<file path="src/rtl/jmp_snoop.sv">
// rtl/jmp_snoop.sv - passive 8080 read-stream decoder for JMP (and optionally CALL) targets
// Follows opcode/lo/hi read edges and reports the assembled 16-bit target.
module jmp_snoop #(
   parameter int MATCH_CALL = 0,
   parameter int TIMEOUT    = 255,
   parameter int CNT_W      = 8
) (
   input  logic             clk,
   input  logic             reset,
   input  logic             en,
   input  logic             rd,
   input  logic             sync,
   input  logic [7:0]       data_in,
   output logic [15:0]      target_addr,
   output logic             target_valid,
   output logic             is_call,
   output logic             aborted,
   output logic [15:0]      first_addr,
   output logic             first_seen,
   output logic [CNT_W-1:0] jmp_count,
   output logic             busy
);

   localparam logic [1:0]  S_IDLE       = 2'd0;
   localparam logic [1:0]  S_LO         = 2'd1;
   localparam logic [1:0]  S_HI         = 2'd2;
   localparam logic [15:0] TIMEOUT_LAST = 16'(TIMEOUT - 1);
   localparam logic [7:0]  OP_JMP       = 8'hC3;
   localparam logic [7:0]  OP_CALL      = 8'hCD;

   logic [1:0]  state, state_nx;
   logic        prev_rd;
   logic [7:0]  lo_q, lo_nx;
   logic        pend_q, pend_nx;
   logic [15:0] timer, timer_nx;
   logic        ev;
   logic        is_cd;
   logic        op_hit;
   logic        commit;
   logic        abort;

   assign ev     = rd & ~prev_rd;
   assign is_cd  = (data_in == OP_CALL);
   assign op_hit = (data_in == OP_JMP) || ((MATCH_CALL != 0) && is_cd);
   assign busy   = (state != S_IDLE);

   always_comb begin
      state_nx = state;
      lo_nx    = lo_q;
      pend_nx  = pend_q;
      timer_nx = timer;
      commit   = 1'b0;
      abort    = 1'b0;
      if (!en) begin
         // disabling drops a partial sequence without an abort pulse
         state_nx = S_IDLE;
         timer_nx = '0;
      end else begin
         case (state)
            S_IDLE: begin
               if (ev && sync && op_hit) begin
                  state_nx = S_LO;
                  pend_nx  = is_cd;
                  timer_nx = '0;
               end
            end
            S_LO, S_HI: begin
               if (ev && sync) begin
                  // a new M1 fetch kills the sequence but may itself start a new one
                  abort    = 1'b1;
                  timer_nx = '0;
                  if (op_hit) begin
                     state_nx = S_LO;
                     pend_nx  = is_cd;
                  end else begin
                     state_nx = S_IDLE;
                  end
               end else if (ev) begin
                  timer_nx = '0;
                  if (state == S_LO) begin
                     lo_nx    = data_in;
                     state_nx = S_HI;
                  end else begin
                     commit   = 1'b1;
                     state_nx = S_IDLE;
                  end
               end else if (timer == TIMEOUT_LAST) begin
                  abort    = 1'b1;
                  timer_nx = '0;
                  state_nx = S_IDLE;
               end else begin
                  timer_nx = timer + 16'd1;
               end
            end
            default: begin
               state_nx = S_IDLE;
               timer_nx = '0;
            end
         endcase
      end
   end

   always_ff @(posedge clk) begin
      if (reset) begin
         state        <= S_IDLE;
         prev_rd      <= 1'b0;
         lo_q         <= '0;
         pend_q       <= 1'b0;
         timer        <= '0;
         target_addr  <= '0;
         target_valid <= 1'b0;
         is_call      <= 1'b0;
         aborted      <= 1'b0;
         first_addr   <= '0;
         first_seen   <= 1'b0;
         jmp_count    <= '0;
      end else begin
         prev_rd      <= rd;
         state        <= state_nx;
         lo_q         <= lo_nx;
         pend_q       <= pend_nx;
         timer        <= timer_nx;
         target_valid <= commit;
         aborted      <= abort;
         if (commit) begin
            target_addr <= {data_in, lo_q};
            is_call     <= pend_q;
            if (jmp_count != {CNT_W{1'b1}}) begin
               jmp_count <= jmp_count + CNT_W'(1);
            end
            if (!first_seen) begin
               first_addr <= {data_in, lo_q};
               first_seen <= 1'b1;
            end
         end
      end
   end

endmodule
</file>
<file path="config.mk">
export PLATFORM = sky130hd
export DESIGN_NAME = jmp_snoop
export DESIGN_NICKNAME = d
export VERILOG_FILES = /design/src/rtl/jmp_snoop.sv
export SDC_FILE = /design/constraint.sdc
export NUM_CORES = 1
export LEC_CHECK = 0
export CAP_MARGIN = 20
export CORE_UTILIZATION = 45
export DETAILED_ROUTE_END_ITERATION = 10
export DONT_BUFFER_PORTS = 1
export SLEW_MARGIN = 30
export SYNTH_ARGS = -nofsm -noshare
export SYNTH_HDL_FRONTEND = slang
export SYNTH_SLANG_ARGS = --single-unit
</file>
<file path="constraint.sdc">
create_clock -name clk -period 2.5 [get_ports clk]
set_input_delay 0.25 -clock clk [delete_from_list [all_inputs] [get_ports clk]]
set_output_delay 0.25 -clock clk [all_outputs]
set_load 0.01 [all_outputs]
</file>
==> results.ini <==
[synthesis]
ys.flop_type=dfxtp_1
synthAdderAreaFrac_pct=2.48
synth_top_area_share_pct=47.5
synthArstFlopShare_pct=0
synth_fp_nets=386
synth_top_family_by_area=simple AND/OR/NAND/NOR gates
netlist.top_cell.by_area=dfxtp_1
avgSynthCellArea_um2=8.26
synth_edf_count=0
yosysSeqAreaShare_pct=47.5
synth_xor_area_share_pct=1.44
yosys_register_bits=72
synth_simple_gate_area_share_pct=27.5
synth_area_um2=3030
synthCells=367
synth_area_leaders=dfxtp_1 (48%), nand2_1 (10%), a21oi_1 (6.6%)
synthMuxAreaShare_pct=3.30
ys.warnings.count=0
yosysUniqueCellTypes=47
synth_compound_area_share_pct=14.0

[pwr]
power_per_cell_area_nw_per_um2=639
sequentialPowerShare_pct=54.1
p_sw_share_pct=23.0
p_comb_share_pct=1.7
p_total_w=0.00212
p_int_w=0.00163
power_switching_w=0.000487
p_leak_nw=1.20
peakVddDrop_uv=378
power_frac_clock_pct=44.1

[sta]
skew_ns=0.00877
tns_ns=0
fmax_mhz=450
setup_viol=0
slew_headroom_pct=44.9
setup_ws_ns=0.278
grt_setup_unrepaired=false
final.min_clock_period_ns=2.22
report.final.hold_viol_count=0
finalMaxSlewViolations=0
tightest_slew_ns=0.820
timing.final.crit_share_pct=88.9

[placed_design]
io_buffers=0
place_ws_ns=0.309
place_congestion=0.820
hpwl_um=4570
placedCellCount=431

[outcome]
violations=design-rule violations
status=finished with violations

[global_route]
grtUsageTotal_pct=20.9
grt_pass1_wl_um=11600
grt_antenna_before_repair=0
grt_max_degree=53
grt_pass1_vias=2289
grt_overflow=0

[drt]
drc=2
ant_nets=0
vias=2509
wl_per_cell_um=15.3
wirelength_um=6850
drt_pass1_iterations=7
dr.first_iter.drc_count=153
via_per_inst=5.59

[floorplanning]
core_area_um2=6420
die-area_um2=7070
die_x_um=84.1
rows=29
start_util_pct=47.2
ios=58
chipHeight_um=84.1

[cells_and_area]
final_cells=449
area_growth_pct=9.41
nNetsFinal=386
layout_common_cells=nand2_1 (82), dfxtp_1 (72), a21oi_1 (40)
insertedDiodeCount=0
nFillCells=617
mostFrequentLayoutCell=nand2_1
drive_above_1_share_pct=7.26

[setup_path]
critPathKind=reg2reg
crit_buf_inv=1
crit_slowest_cell=or3_1
path_delay_family=simple AND/OR/NAND/NOR gates
critical_path_required_ns=2.72
max_stage_delay_ns=0.46
arrival_ns=2.45
critPathMaxFanout=10
endpoint_kind=flop
startpoint_type=flop
r2r_slack_ns=0.28
crit_chain=inv_1, ha_1, and4bb_1, o2111ai_1, or3_1, xor2_1, nor2_1

[clock_network]
cts_tree=yes
insertion_delay_ns=0.33
clockBufferDepth=2
path_clk_slew_ns=0.08
cts-buffers-inserted=9
cts_root_buffer=clkbuf_8
cts_sinks=72
htree_levels=3
cts_setup_buffers=0

[run]
cap_violations=0

[hold_path]
hold_class=in2reg

## path summary, 6_finish.rpt
path	cells after the start	end	from
worst max register to register	7	jmp_count[6]$_SDFFE_PP0P_	state[0]$_SDFFE_PP0P_
worst min-delay path	2	first_addr[12]$_SDFFE_PP0P_	data_in[4]
worst max-delay path	7	jmp_count[6]$_SDFFE_PP0P_	state[0]$_SDFFE_PP0P_
worst min register to register	2	pend_q$_SDFFE_PP0P_	pend_q$_SDFFE_PP0P_
## synthesized netlist by cell type, drive strengths merged (2+ instances only)
cell type  instances
nor3              10
clkbuf            12
buf                5
dfxtp             72
o21ai             11
a21o               2
xnor2              3
o31ai              3
and2               2
xor2               2
nor4               2
nand4              5
a31oi              2
mux2i             10
a22o               3
a22oi              4
nand2b             4
nand3             22
or3               10
a21oi             40
nor2              25
ha                 6
nand2             82
nor2b              4
inv               10
## metrics by stage
stage | instance area (µm²) | hold WS, ns | util [%]
after CTS | 3320 | 0.0161 | 51.6
final | 3320 | 0.0358 | 51.6
after floorplan | 3030 | 0.378 | -
after global routing | 3320 | 0.0105 | 51.6
after global placement | 3080 | 0.329 | 48.0
after detailed placement | 3080 | 0.332 | 48.0
## final cells by class
cell class              instances  area, µm²  area share (%)
well taps                      77       96.3            2.90
clock inverters                 7       80.1            2.41
flip-flops and latches         72       1440            43.5
repair buffers                  6       60.1            1.81
clock buffers                   9        124            3.73
multi-input cells             268       1480            44.5
inverters                      10       37.5            1.13
## power groups by stage
stage | logic [W] | clock network [W] | registers (W)
finish | 0.0000370 | 0.000935 | 0.00115
global route | 0.0000404 | 0.00101 | 0.00115
CTS | 0.0000365 | 0.000962 | 0.00115
detailed placement | 0.0000193 | 0 | 0.00117
global placement | 0.0000197 | 0 | 0.00117
floorplan | 0.0000285 | 0 | 0.00117
## sequential cells by signal, summed over array words and instances, names as in the netlist, 2 cells and up
register / count
first_addr: 16
target_addr: 16
timer: 16
jmp_count: 8
lo_q: 8
state: 2
## what timing repair did
| item | 4_1_cts | 5_1_grt |
|---|---|---|
| hold buffers | 2 | 0 |
| resized for setup | 0 | 0 |
| hold endpoints to repair | 53 | 0 |
## metal layers
metal	track usage (%)	part of all wire (%)	routed length [µm]
met3	6.33	5.7	392
met4	10.2	2.2	151
met2	30.8	45	3090
met5	0	0	0
met1	27.8	47	3220
## logic make-up after synthesis
group,after synthesis
adders and majority gates,6
muxes,10
buffers and inverters,27
DFF,72
xor gates and xnor gates,5
AOI/OAI and AO/OA,72
and+or+nand+nor,175
Power figures use the tool's default switching activity.
